**src/rtl/blocking_writer_mc_pkg.sv**
```systemverilog
// Shared types for the multi-channel blocking writer: section encoding and
// channel-index sizing.
package blocking_writer_mc_pkg;

  typedef enum logic {
    RUN   = 1'b0,
    WRITE = 1'b1
  } section_e;

  // Index width for n channels, never narrower than one bit
  function automatic int ch_idx_w(input int n);
    return (n > 1) ? $clog2(n) : 1;
  endfunction

  localparam int DEF_NUM_CH = 4;
  localparam int DEF_CH_W   = ch_idx_w(DEF_NUM_CH);

  typedef logic [DEF_CH_W-1:0] ch_idx_t;

endpackage

```
**src/rtl/blocking_writer_mc_if.sv**
```systemverilog
// Blocking output bundle: per-channel data, writer notify and consumer sync.
interface blocking_writer_mc_if #(
  parameter int NUM_CH = 4,
  parameter int WIDTH  = 32
);

  logic [NUM_CH*WIDTH-1:0] b_out;
  logic [NUM_CH-1:0]       b_out_sync;
  logic [NUM_CH-1:0]       b_out_notify;

  modport master (
    output b_out,
    output b_out_notify,
    input  b_out_sync
  );

  modport slave (
    input  b_out,
    input  b_out_notify,
    output b_out_sync
  );

endinterface

```
**src/rtl/blocking_writer_mc_rr_pick.sv**
```systemverilog
// bw_rr_pick: combinational round-robin picker, searching from i_cur+1 and
// wrapping so that i_cur itself is the last candidate.
module bw_rr_pick
  import blocking_writer_mc_pkg::*;
#(
  parameter int NUM_CH = 4,
  parameter int CH_W   = 2
) (
  input  logic [CH_W-1:0]   i_cur,
  input  logic [NUM_CH-1:0] i_en,
  output logic [CH_W-1:0]   o_next,
  output logic              o_valid
);

  logic [CH_W-1:0] w_idx;

  // Walk candidates farthest-first so the nearest enabled one wins last
  always_comb begin
    o_next  = i_cur;
    o_valid = 1'b0;
    w_idx   = '0;
    for (int k = NUM_CH; k >= 1; k--) begin
      w_idx = CH_W'((int'(i_cur) + k) % NUM_CH);
      if (i_en[w_idx]) begin
        o_next  = w_idx;
        o_valid = 1'b1;
      end
    end
  end

endmodule

```
**src/rtl/blocking_writer_mc.sv**
```systemverilog
// Multi-channel blocking writer: streams a stepping value register round-robin
// over enabled channels. Macro BLOCKING_WRITER_MC_NB_WRITE_EN adds non-blocking writes.
module blocking_writer_mc
  import blocking_writer_mc_pkg::*;
#(
  parameter int NUM_CH   = 4,
  parameter int WIDTH    = 32,
  parameter int INIT_VAL = 4,
  parameter int STEP     = 1,
  parameter int CNT_W    = 16
) (
  input  logic                 clk,
  input  logic                 rst,
  input  logic                 hold,
  input  logic [NUM_CH-1:0]    ch_en,
  blocking_writer_mc_if.master bus,
  output logic [WIDTH-1:0]     var_value,
  output logic [CNT_W-1:0]     write_count
`ifdef BLOCKING_WRITER_MC_NB_WRITE_EN
  ,
  input  logic                 nb_mode,
  output logic                 nb_result
`endif
);

  localparam int              CH_W   = ch_idx_w(NUM_CH);
  localparam logic [WIDTH-1:0] INIT_W = WIDTH'(INIT_VAL);
  localparam logic [WIDTH-1:0] STEP_W = WIDTH'(STEP);

  section_e          r_state;
  logic [CH_W-1:0]   r_cur;
  logic [NUM_CH-1:0] r_notify;
  logic [WIDTH-1:0]  r_value;
  logic [CNT_W-1:0]  r_count;
  logic              r_nb;

  logic [CH_W-1:0]   w_next;
  logic              w_valid;
  logic              w_start;
  logic              w_sync;
  logic              w_nb_sel;

  bw_rr_pick #(
    .NUM_CH (NUM_CH),
    .CH_W   (CH_W)
  ) u_pick (
    .i_cur   (r_cur),
    .i_en    (ch_en),
    .o_next  (w_next),
    .o_valid (w_valid)
  );

  assign w_start = (r_state == RUN) && !hold && w_valid;
  assign w_sync  = bus.b_out_sync[r_cur];

`ifdef BLOCKING_WRITER_MC_NB_WRITE_EN
  logic r_nb_result;
  assign w_nb_sel  = nb_mode;
  assign nb_result = r_nb_result;
`else
  assign w_nb_sel  = 1'b0;
`endif

  always_ff @(posedge clk or negedge rst) begin
    if (!rst) begin
      r_state  <= WRITE;
      r_cur    <= '0;
      r_notify <= NUM_CH'(1);
      r_value  <= INIT_W;
      r_count  <= '0;
      r_nb     <= 1'b0;
`ifdef BLOCKING_WRITER_MC_NB_WRITE_EN
      r_nb_result <= 1'b0;
`endif
    end else begin
      case (r_state)
        RUN: begin
          if (w_start) begin
            r_cur    <= w_next;
            r_notify <= NUM_CH'(1) << w_next;
            r_nb     <= w_nb_sel;
            r_state  <= WRITE;
          end else begin
            r_notify <= '0;
          end
        end
        WRITE: begin
          // A non-blocking write gets exactly one cycle; a blocking one waits for sync
          if (w_sync || r_nb) begin
            r_notify <= '0;
            r_state  <= RUN;
            if (w_sync) begin
              r_value <= r_value + STEP_W;
              r_count <= r_count + CNT_W'(1);
            end
`ifdef BLOCKING_WRITER_MC_NB_WRITE_EN
            if (r_nb) r_nb_result <= w_sync;
`endif
          end
        end
        default: r_state <= RUN;
      endcase
    end
  end

  // Each channel's field is loaded only when that channel is picked
  for (genvar gi = 0; gi < NUM_CH; gi++) begin : g_ch
    logic [WIDTH-1:0] r_field;
    always_ff @(posedge clk or negedge rst) begin
      if (!rst) begin
        r_field <= (gi == 0) ? INIT_W : '0;
      end else if (w_start && (w_next == CH_W'(gi))) begin
        r_field <= r_value;
      end
    end
    assign bus.b_out[gi*WIDTH +: WIDTH] = r_field;
  end

  assign bus.b_out_notify = r_notify;
  assign var_value        = r_value;
  assign write_count      = r_count;

endmodule

```
**src/flat_wrapper.sv**
```systemverilog
// flat-port wrapper written by rule: the top's interface ports become plain ports
module blocking_writer_mc_flat import blocking_writer_mc_pkg::*;
#(
  parameter int NUM_CH   = 4,
  parameter int WIDTH    = 32,
  parameter int INIT_VAL = 4,
  parameter int STEP     = 1,
  parameter int CNT_W    = 16
)
  (clk, rst, hold, ch_en, var_value, write_count, bus_b_out, bus_b_out_notify, bus_b_out_sync);
  blocking_writer_mc_if #(.NUM_CH(NUM_CH), .WIDTH(WIDTH)) bus_i ();
  input  logic clk;
  input  logic rst;
  input  logic hold;
  input  logic [NUM_CH-1:0] ch_en;
  output logic [WIDTH-1:0] var_value;
  output logic [CNT_W-1:0] write_count;
  output wire logic [$bits(bus_i.b_out)-1:0] bus_b_out;
  output wire logic [$bits(bus_i.b_out_notify)-1:0] bus_b_out_notify;
  input wire logic [$bits(bus_i.b_out_sync)-1:0] bus_b_out_sync;
  assign bus_b_out = bus_i.b_out;
  assign bus_b_out_notify = bus_i.b_out_notify;
  assign bus_i.b_out_sync = bus_b_out_sync;
  blocking_writer_mc #(.NUM_CH(NUM_CH), .WIDTH(WIDTH), .INIT_VAL(INIT_VAL), .STEP(STEP), .CNT_W(CNT_W)) u_core (.clk(clk), .rst(rst), .hold(hold), .ch_en(ch_en), .bus(bus_i), .var_value(var_value), .write_count(write_count));
endmodule
```
**config.mk**
```make
export PLATFORM = sky130hd
export DESIGN_NAME = blocking_writer_mc_flat
export DESIGN_NICKNAME = d
export VERILOG_FILES = /design/src/rtl/blocking_writer_mc_pkg.sv /design/src/rtl/blocking_writer_mc_if.sv /design/src/rtl/blocking_writer_mc_rr_pick.sv /design/src/rtl/blocking_writer_mc.sv /design/src/flat_wrapper.sv
export SDC_FILE = /design/constraint.sdc
export NUM_CORES = 1
export LEC_CHECK = 0
export BUFFER_PORTS_ARGS = -buffer_cell sky130_fd_sc_hd__buf_2
export CAP_MARGIN = 0
export CELL_PAD_IN_SITES_DETAIL_PLACEMENT = 0
export CELL_PAD_IN_SITES_GLOBAL_PLACEMENT = 1
export CORE_ASPECT_RATIO = 1.5
export CORE_UTILIZATION = 40
export CTS_CLUSTER_DIAMETER = 100
export DETAILED_ROUTE_END_ITERATION = 16
export PLACE_DENSITY_LB_ADDON = 0.1
export REMOVE_ABC_BUFFERS = 1
export SLEW_MARGIN = 20
export SYNTH_ARGS = -nofsm -noshare
export SYNTH_HDL_FRONTEND = slang
export SYNTH_SLANG_ARGS = --single-unit
```
**constraint.sdc**
```tcl
create_clock -name clk -period 5.79 [get_ports clk]
set_input_delay 1.158 -clock clk [delete_from_list [all_inputs] [get_ports clk]]
set_output_delay 1.158 -clock clk [all_outputs]
set_load 0.01 [all_outputs]
```
* Word-level counts from Yosys, hierarchy flattened
Cells that the tools add are included.
** Storage, ports and cells
- Output and inout bits :: 180
- Input port bits :: 11
- Logic and storage cells :: 60
- Register bits after elaboration :: 183
** Operators by class
- Add/sub/neg operators :: 6
- Magnitude comparators :: 5
- Equality and inequality tests :: 4
- Mux-type cells :: 24
- Reduce and logical (&&, ||, !) cells :: 10
- Shift-type cells :: 1
- Bitwise gates (word level) :: 1
** Operators by type and width (count)
- adder 32 x 1 -> 32 bit (second input constant) :: 1
- adder 16 x 1 -> 16 bit (second input constant) :: 1
- less-than comparator 2 x 3 -> 1 bit (second input constant) :: 5
- 2-to-1 mux 1 bit :: 11
- binary-select mux 1 bit (select 2 bit) :: 5
- 2-to-1 mux 2 bit :: 4
- 2-to-1 mux 4 bit :: 2
- case mux 4 bit (2 select lines) :: 1
- logical AND 1 bit :: 6
- adder 2 x 1 -> 2 bit (second input constant) :: 2
- adder 2 bit (second input constant) :: 2
- == test 2 bit (second input constant) :: 2
- AND reduction 2 bit :: 2
- left shift 1 x 2 -> 4 bit (first input constant) :: 1
- == test 2 x 1 -> 1 bit (second input constant) :: 1
- zero test 2 bit :: 1
- inequality test 2 bit (second input constant) :: 1
- case mux 1 bit (2 select lines) :: 1
- zero test 1 bit :: 1
- NOT 1 bit :: 1

* Logic depth before layout (Yosys ltp)
Gate-level depths: netlist of run 1.
- Depth in word-level cells :: 10
- Gate-level depth with buffers :: 7

* Modules after synthesis
Synthesis of run 1 repeated with hierarchy kept, for this count alone.
** Second synthesis, totals
- Cells, all modules :: 535
- Area total of the unflattened synthesis :: 7489.7 um^2
** By module, submodules not included
- blocking_writer_mc :: area each 7407.1 um^2, sequential area each 4584.4 um^2, cells each 521, times used 1
- bw_rr_pick :: area each 82.6 um^2, sequential area each 0.0 um^2, cells each 14, times used 1

* Worst setup path after synthesis of run 1
No wires, ideal clock.
- Kind :: input to register
- Start :: input port ch_en[3]
- End :: register u_core.g_ch[0].r_field[10]
- Library setup time :: 0.125 ns
- Slack :: 2.985 ns
- Arrival :: 2.680 ns
- Cell stages on the path :: 7
- Path through :: nor2b_1 -> o21a_1 -> a221o_1 -> or3_1 -> buf_2 -> buf_6 -> mux2_4
** On the way
- Longest elaborated chain between the ends :: 8
- Elaborated cells between the ends (all ways) :: 19
- Those cells by class :: mux: 16; reduce/logical: 3
** RTL lines
- start: declaration :: line flat_wrapper.sv:15 : input logic [NUM_CH-1:0] ch_en;
- binary-select mux 1 bit (select 2 bit) :: line blocking_writer_mc_rr_pick.sv:24 : if (i_en[w_idx]) begin
- 2-to-1 mux 1 bit (implied by the code) :: line blocking_writer_mc_rr_pick.sv:24
- 2-to-1 mux 2 bit or 2-to-1 mux 1 bit (tied branches) (4 in series) :: line blocking_writer_mc_rr_pick.sv:24
- zero test 2 bit or logical AND 1 bit (tied branches) :: line blocking_writer_mc.sv:112, blocking_writer_mc.sv:53
- logical AND 1 bit * :: line blocking_writer_mc.sv:112 : end else if (w_start && (w_next == CH_W'(gi))) begin
- end signal: assignment :: line blocking_writer_mc.sv:111 : r_field <= (gi == 0) ? INIT_W : '0;
- end signal: assignment :: line blocking_writer_mc.sv:113 : r_field <= r_value;
- end: declaration :: line blocking_writer_mc.sv:108 : logic [WIDTH-1:0] r_field;
Every way passes the cells marked *; elsewhere a longest branch is shown, timed or not. The select of a mux whose other input is x is not followed.
A chain may end at the register's enable or synchronous reset.

* Worst setup path in the final report of run 1
- Start :: input port ch_en[3]
- End :: register u_core.g_ch[0].r_field[16]
The elaborated chain is that of the path after synthesis.

==> out/results.ini, run 1 <==
[global_routing]
grt_util_all_layers=0.179
grt-ovfl-total=0
grt_pass1_vias=4734
grt_pass1_wl_mm=26.1
antenna_found_initial=0
grt_max_degree=117

[pwr]
total_power_w=0.00348
power.leakage_nw=4.93
power_density_nw_per_um2=383
ir_worst_vdd_mv=0.250

[clock_tree]
cts_hold_buf=0
htreeDepth=4
post_cts_resized=0
clk_path_buf_depth=2
cts_tree=yes
cts-root-buf=clkbuf_16
cts_inserted_buffers=17
clk_pin_slew_ps=70
worstSkewPairLatency_ps=430
clock_sinks=183
cts_setup_buffers=0

[finish]
fillers=1653
drive_above_1_share=0.507
final_nets=711
areaGrowthSynthToFinish_pct=23.3
antennaDiodeCount=0
final_util=0.504

[setup_path]
crit_path_max_incr_delay_ps=960
crit_arrival_ps=3370
crit_required_ps=6100
start_kind=primary input
worstPathMaxFanout=33
end_kind=flip-flop
slowest_stage=or3_2
path_class=primary input to flip-flop
cp_top_family=simple AND/OR/NAND/NOR gates
timing.critical_path.buf_inv=1
cp_cell_sequence=buf_2 > nor2b_1 > o21a_1 > a221o_1 > or3_2 > mux2_4

[route]
avgRoutedWirePerCell_um=17.4
drtAntennaViolNets=0
drcViolationCount=0
vias=4632
viasPerCell=5.00
drtIter0Drc=122
drtPass1Iterations=4
routed_wl_mm=16.2

[timing]
worst_slew_pin_slew_ps=1130
finalCriticalPeriod_ps=3060
layout_setup_ws_ps=2730
max_freq_mhz=327
hold_viol=0
holdWs_ps=461
rsz0062_at_grt=false
relSlewSlack=0.245
post-route-period-util=0.528
tns_ps=0
fin_skew_ps=9.99
slew_viol_final=0
setup_viol=0

[logic_synthesis]
synth_area_um2=7370
avgSynthCellArea_um2=14.4
synthDistinctLibCells=35
ys.warnings.count=0
synth-main-ff-cell=dfrtp_1
synth_top_area_cell=dfrtp_1
synth_area_leaders=dfrtp_1 (61%), mux2_2 (15%), mux2_4 (5.9%)
synth_seq_cells=183
synth_top_area_share=0.608
synth_edf_count=0
syn_inst=513
ys_async_sr_fraction=1.00
ys_seq_area_frac=0.622

[placed_design]
port_buffers=190
dp_hpwl_mm=11.0
gp_congestion=0.741
dp_slack_ps=2290

[outcome]
outcome=finished clean

[die]
rows=60
die-area_um2=19000
ioPinCount=191
dieWidth_um=113
start_util=0.409
core_um2=18000
chipHeight_um=168

[worst_hold_path]
hold_class=flip-flop to flip-flop

[flow_run]
maxCapViolCount=0

-- report_power, final --
part	total [W]	switching [W]	leakage, nW	internal [W]
Clock	0.00118	0.000499	0.288	0.000683
Combinational	0.000701	0.000369	2.23	0.000332
Sequential	0.00160	0.000147	2.41	0.00145
-- path summary, 6_finish.rpt --
kind,start,slack (ps),cells past startpoint,endpoint
worst max register to register,u_core.r_cur[0]$_DFFE_PN0P_,3200,5,u_core.g_ch[0].r_field[16]$_DFFE_PN0P_
max in group asynchronous,rst,3860,2,u_core.bus.b_out_notify[0]$_DFFE_PN1P_
worst min register to register,u_core.write_count[15]$_DFFE_PN0P_,460,1,u_core.write_count[15]$_DFFE_PN0P_
min in group asynchronous,rst,850,1,u_core.g_ch[3].r_field[16]$_DFFE_PN0P_
worst max-delay path,ch_en[3],2730,6,u_core.g_ch[0].r_field[16]$_DFFE_PN0P_
worst min-delay path,u_core.write_count[15]$_DFFE_PN0P_,460,1,u_core.write_count[15]$_DFFE_PN0P_
-- through the flow --
stage | instances | instance area [µm²]
after global routing | 927 | 9080
final | 927 | 9080
after floorplan | 487 | 7230
after CTS | 927 | 9080
after detailed placement | 896 | 8490
after global placement | 896 | 8490
-- cells in the final DEF (no fill, tap or decap), types with 3 or more instances in the layout --
cell | Yosys | routed
nand4_1 | 10 | 10
xnor2_1 | 31 | 31
mux2_4 | 29 | 29
xor2_1 | 15 | 15
nor3_1 | 7 | 7
dfstp_2 | 4 | 4
and2_1 | 3 | 3
inv_6 | 0 | 5
bufinv_16 | 0 | 3
and3_1 | 5 | 5
nand3_1 | 15 | 15
nor2b_1 | 3 | 3
dfrtp_1 | 179 | 179
mux2_2 | 100 | 100
buf_2 | 10 | 189
nor2_1 | 16 | 16
nand2_1 | 38 | 37
clkbuf_16 | 0 | 17
and4_1 | 5 | 5
inv_1 | 8 | 8
-- state kept, by name (all words and copies together), names as in the netlist --
name / count
u_core.g_ch.r_field: 128
u_core.var_value: 32
u_core.bus.b_out_notify: 4
u_core.r_state: 1
u_core.write_count: 16
u_core.r_cur: 2
-- synthesized netlist by cell type (2+ instances only) --
master,count
nor3_1,7
xor2_1,15
nand4_1,10
nand2b_1,3
and2_1,3
nand3_1,15
dfrtp_1,179
mux2_2,100
xnor2_1,31
and3_1,5
and4_1,5
buf_6,3
clkbuf_1,12
nand2_1,38
nor2b_1,3
o21ai_0,2
mux2_4,29
nor2_1,16
ha_1,2
buf_2,10
dfstp_2,4
inv_1,8
-- layout make-up --
type,instances,area [µm²],share of cell area
Clock buffer,18,429,0.0472
Clock inverter,13,168,0.0185
Inverter,8,30.0,0.00331
Multi-Input combinational cell,296,2630,0.289
Sequential cell,183,4580,0.505
Tap cell,217,272,0.0299
Timing Repair Buffer,192,975,0.107
-- per-layer routing --
metal  part of all wire  global-route usage  up-vias
li1                   -                   -     2137
met1               0.42               0.216     2348
met2               0.52               0.312      123
met3              0.039              0.0392       24
met4              0.015              0.0649        0
met5                  0                   0        -
-- cells by family (layout without fill, tap and decap cells) --
family / Yosys count / after routing / synth area share
adders and majority gates: 2 / 2 / 0.00340
xor gates and xnor gates: 46 / 46 / 0.0547
AOI/OAI and AO/OA: 8 / 8 / 0.00764
and+or+nand+nor: 110 / 110 / 0.0744
DFF: 183 / 183 / 0.622
muxes: 130 / 130 / 0.216
buffers and inverters: 34 / 231 / 0.0221
(Power assumes the default switching activity.)
==> run 2: changes to the inputs <==
Settings changed: ABC_AREA set to 1.
Clock period 5.79 ns to 3.06 ns, I/O delays scaled along.
==> run 2 against run 1 <==
  * First-iteration DRC count grew to 3.8 times the previous value
  * Wire length is 62% higher
  * Via count grew 61%
  * Synthesized cell count up 100%
  * Critical endpoint is now u_core.g_ch[1].r_field[6]$_DFFE_PN0P_
==> out/results.ini, run 2 <==
[outcome]
outcome=finished clean

[setup_path]
path_class=flip-flop to flip-flop
crit_arrival_ps=2790
crit_required_ps=3380
start_kind=flip-flop
worstPathMaxFanout=21
r2r_slack_ps=580
end_kind=flip-flop

[die]
dieWidth_um=123
die-area_um2=22500
rows=66
core_um2=21600
start_util=0.405
ioPinCount=191
chipHeight_um=183

[finish]
regMostFlops=u_core.g_ch.r_field
final_util=0.487
largest_reg_flops=128
design_area_um2=10500
final_common_cell=nand2_1
antennaDiodeCount=0
final_nets=1222
layout_common_cells=nand2_1 (375), buf_2 (189), dfrtp_1 (179)
drive_above_1_share=0.236
areaGrowthSynthToFinish_pct=20.0

[clock_tree]
cts_tree=yes
cts-root-buf=clkbuf_16
worstSkewPairLatency_ps=430
clk_path_buf_depth=2
cts_hold_buf=0
cts_inserted_buffers=17
cts_setup_buffers=0
htreeDepth=4
clock_sinks=183
post_cts_resized=0
clk_pin_slew_ps=70

[timing]
fin_skew_ps=14.5
worst_slew_pin_slew_ps=616
relSlewSlack=0.589
hold_viol=0
post-route-period-util=0.809
holdWs_ps=181
layout_setup_ws_ps=585
setup_viol=0
slew_viol_final=0
rsz0062_at_grt=false
finalCriticalPeriod_ps=2480
max_freq_mhz=404

[logic_synthesis]
synth_edf_count=0
avgSynthCellArea_um2=8.35
ys_async_sr_fraction=1.00
synth_top_area_share=0.511
synth_most_common_cell=nand2_1
synthTopCellsByCount=nand2_1 (375), dfrtp_1 (179), inv_1 (75)
synthDistinctLibCells=31
synth_area_um2=8770
syn_inst=1050
synth_seq_cells=183
synth_top_area_cell=dfrtp_1
synth-main-ff-cell=dfrtp_1
synth_area_leaders=dfrtp_1 (51%), nand2_1 (16%), nand4_1 (5.1%)
ys_seq_area_frac=0.523
ys.warnings.count=0

[route]
routed_wl_mm=26.2
viasPerCell=4.99
avgRoutedWirePerCell_um=17.5
drtIter0Drc=460
drtPass1Iterations=4
vias=7461
drtAntennaViolNets=0
drcViolationCount=0

[flow_run]
maxCapViolCount=0

[placed_design]
placed_cell_area_um2=9910
dp_slack_ps=556
gp_congestion=0.793
port_buffers=190
dp_hpwl_mm=18.1

[global_routing]
grt_pass1_wl_mm=41.3
grt_pass1_vias=7302
grt-ovfl-total=0
grt_max_degree=71
grt_util_all_layers=0.245
antenna_found_initial=0

[pwr]
power.leakage_nw=5.85
power_density_nw_per_um2=961
total_power_w=0.0101
ir_worst_vdd_mv=0.628

[worst_hold_path]
hold_class=primary input to async pin

[run 2: cell types whose count changed in the layout (fill, tap and decap cells not counted), moves of 10 or more]
cell      delta
xnor2_1     -18
nor3_1      +12
mux2_2     -100
mux2_4      -29
o21bai_1    +22
nor2_1      +29
xor2_1      +10
o21bai_2    +10
o21ai_0     +39
nand3_1     +44
inv_1       +66
buf_4       +25
nand4_1     +61
nand2_1    +338
[run 2: worst max-delay path, cell delays in order (launching register included)]
cell      delay (ps)
dfrtp_1          550
inv_2            160
nand2_1           90
nand2_1           70
nand2_1           90
nand2_1           50
nand2_1           80
nand3_2          140
nand2_4          230
nand2_2          380
buf_4            320
o21bai_1         130
nand2_1           60
[run 2: path summary, 6_finish.rpt]
check | from | to | depth (start not counted)
max in group asynchronous | rst | u_core.g_ch[0].r_field[2]$_DFFE_PN1P_ | 2
min in group clk | u_core.g_ch[2].r_field[0]$_DFFE_PN0P_ | u_core.g_ch[2].r_field[0]$_DFFE_PN0P_ | 2
worst min register to register | u_core.g_ch[2].r_field[0]$_DFFE_PN0P_ | u_core.g_ch[2].r_field[0]$_DFFE_PN0P_ | 2
worst min-delay path | rst | u_core.g_ch[2].r_field[4]$_DFFE_PN0P_ | 1
worst max register to register | u_core.r_cur[0]$_DFFE_PN0P_ | u_core.g_ch[1].r_field[6]$_DFFE_PN0P_ | 12
worst max-delay path | u_core.r_cur[0]$_DFFE_PN0P_ | u_core.g_ch[1].r_field[6]$_DFFE_PN0P_ | 12
[run 2: final cells by class]
type                            count  area [µm²]
Tap cell                          272         340
Clock inverter                     11         148
Fill cell                        2260       11100
Clock buffer                       21         470
Sequential cell                   183        4580
Multi-Input combinational cell    708        3460
Timing Repair Buffer              220        1220
Inverter                           79         297
[run 2: through the flow]
stage,TNS [ps],instances
after CTS,0,1494
after global routing,0,1494
final,0,1494
after global placement,0,1462
after floorplan,-4030,970
after detailed placement,0,1462
[run 2: where the power goes]
group / switching (W) / internal (W) / total (W) / leakage, nW
Combinational: 0.00311 / 0.00124 / 0.00435 / 3.17
Sequential: 0.000453 / 0.00299 / 0.00345 / 2.39
Clock: 0.000964 / 0.00135 / 0.00232 / 0.291
[run 2: metal layers]
layer / vias to the layer above / wire, µm / global-route usage
met1: 3586 / 10800 / 0.296
met2: 182 / 13800 / 0.433
met4: 0 / 587 / 0.0859
met5: - / 0 / 0
met3: 26 / 930 / 0.0389
li1: 3667 / - / -
[run 2: logic make-up (layout without fill, tap and decap cells)]
family	after synthesis	in the layout	share of synthesized area
buf+inv	159	331	0.0833
fa+ha+maj	2	2	0.00285
flops	183	183	0.523
xor+xnor	38	38	0.0379
simple gates	589	589	0.294
compound gates	79	79	0.0589
==> run 3: changes to the inputs <==
Settings changed: CORE_UTILIZATION 40 to 36.
Clock period 3.06 ns to 2.1 ns, I/O delays scaled along.
==> run 3 against run 2 <==
  * Global-route usage decreased by 1.7 points
  * Register-to-register slack got worse by 380 ps
  * Cell area grew 4.2%
  * Power increased by 53%
  * Clock skew hardly changed
  * Sequential share of layout area fell by 1.7 points
  * Setup slack worse by 380 ps
  * Via count rose by 0.66%
  * Utilization shrank 2.6 points
  * Hold slack better by 230 ps
  * Critical endpoint is now u_core.g_ch[3].r_field[31]$_DFFE_PN0P_
==> out/results.ini, run 3 (synthesis gave the netlist of run 2 again) <==
[outcome]
outcome=finished clean

[setup_path]
path_class=flip-flop to flip-flop
crit_arrival_ps=2270
start_kind=flip-flop
worstPathMaxFanout=22
end_kind=flip-flop
worstReg2RegStart=u_core.r_cur[0]$_DFFE_PN0P_
reg2regPathDepth=13
crit_required_ps=2470
r2r_end=u_core.g_ch[3].r_field[31]$_DFFE_PN0P_
r2r_slack_ps=200

[pwr]
power_density_nw_per_um2=1410
clkPwrFrac=0.211
total_power_w=0.0154
switchingPower_w=0.00689
p_seq_frac=0.318
power.leakage_nw=6.06
swShare=0.446
p_int_w=0.00855
combPwrFrac=0.471
ir_worst_vdd_mv=1.19

[timing]
slew_viol_final=0
relSlewSlack=0.689
post-route-period-util=0.904
max_freq_mhz=527
worst_slew_pin_slew_ps=467
setup_viol=0
finalCriticalPeriod_ps=1900
fin_skew_ps=14.7
rsz0062_at_grt=false
holdWs_ps=408
hold_viol=0
tns_ps=0

[global_routing]
grt-ovfl-total=0
antenna_found_initial=0
grtUsageMet2=0.410
grt_pass1_vias=7381
grt-busiest-layer=met2
grt_util_met3=0.0417
grt_util_all_layers=0.228
met1_usage=0.272
grt_pass1_wl_mm=42.6
grt_max_degree=65

[finish]
design_area_um2=11000
fillers=2504
regMostFlops=u_core.g_ch.r_field
multi_input_area_um2=3470
antennaDiodeCount=0
final_util=0.460
register_area_um2=4590
layout_common_cells=nand2_1 (375), buf_2 (189), dfrtp_1 (178)
largest_reg_flops=128
drive_above_1_share=0.255
final_nets=1254
areaGrowthSynthToFinish_pct=25.0
final_common_cell=nand2_1

[route]
drcViolationCount=0
drtPass1Iterations=4
viasPerCell=4.77
routed_wl_mm=27.4
drtIter0Drc=455
vias=7510
drtAntennaViolNets=0
avgRoutedWirePerCell_um=17.4

[die]
start_util=0.368
chipHeight_um=193
die-area_um2=25000
rows=69
ioPinCount=191
dieWidth_um=129
core_um2=23800

[clock_tree]
worstSkewPairLatency_ps=440
clk_path_buf_depth=2
clock_sinks=183
clk_pin_slew_ps=70
htreeDepth=4
cts-root-buf=clkbuf_16
cts_tree=yes
cts_inserted_buffers=17

[flow_run]
maxCapViolCount=0

[worst_hold_path]
hold_class=primary input to flip-flop
hold_path_end=u_core.r_state$_DFF_PN1_
worstHoldStart=bus_b_out_sync[2]
min_path_cells=6

[placed_design]
placed_cell_area_um2=10400
port_buffers=190
gp_congestion=0.825
dp_hpwl_mm=19.1

run 3: per-stage QoR:
step	setup slack, ps	cells
floorplan	-894	970
global placement	175	1540
finish	202	1573
CTS	127	1573
global route	8.02	1573
detailed placement	131	1540
run 3: repair_timing:
action                                  4_1_cts  5_1_grt
buffers inserted                              0        0
gates resized for setup                       0        2
endpoints found under the setup margin        0      110
hold buffers                                  1        0
endpoints found under the hold margin        43        0
run 3: per-layer routing:
layer | part of all wire | up-vias
met4 | 0.017 | 0
met1 | 0.42 | 3616
li1 | - | 3724
met3 | 0.035 | 20
met2 | 0.53 | 150
met5 | 0 | -
run 3: worst max-delay path by stage:
stage                                            from                                endpoint  slack [ps]  depth (start not counted)
final                     u_core.r_cur[0]$_DFFE_PN0P_  u_core.g_ch[3].r_field[31]$_DFFE_PN0P_         200                         13
after detailed placement                     ch_en[1]  u_core.g_ch[3].r_field[31]$_DFFE_PN0P_         130                         13
after CTS                 u_core.r_cur[1]$_DFFE_PN0P_  u_core.g_ch[3].r_field[31]$_DFFE_PN0P_         130                         13
after floorplan                              ch_en[3]   u_core.g_ch[3].r_field[0]$_DFFE_PN0P_        -890                          8
after global placement    u_core.r_cur[1]$_DFFE_PN0P_   u_core.g_ch[1].r_field[4]$_DFFE_PN0P_         170                         13
after global routing      u_core.r_cur[0]$_DFFE_PN0P_  u_core.g_ch[3].r_field[20]$_DFFE_PN0P_           8                         13
run 3: area by class of cell:
type / instances / area share
inverters: 79 / 0.0270
flip-flops and latches: 183 / 0.418
well taps: 319 / 0.0364
clock buffers: 19 / 0.0404
clock inverters: 13 / 0.0135
multi-input cells: 708 / 0.316
repair buffers: 252 / 0.148
run 3: power groups by stage:
stage          Combinational, W  Clock, W  Sequential, W
2_1_floorplan           0.00324         0        0.00534
3_3_place_gp            0.00722         0        0.00499
3_5_place_dp            0.00729         0        0.00499
4_1_cts                 0.00731   0.00334        0.00493
5_1_grt                 0.00799   0.00347        0.00501
6_report                0.00727   0.00326        0.00491
run 3: worst max-delay path, stage by stage, from the launching register on:
cell     delay, ps
dfrtp_1        400
buf_4          160
nand2_1         50
nand2_1        100
nand2_4        120
nand2_2         60
inv_2           70
nand2_2         60
nand2_2        100
nand2_8        130
nor2_4         220
buf_12         200
nand2_1         70
nand2_1         70
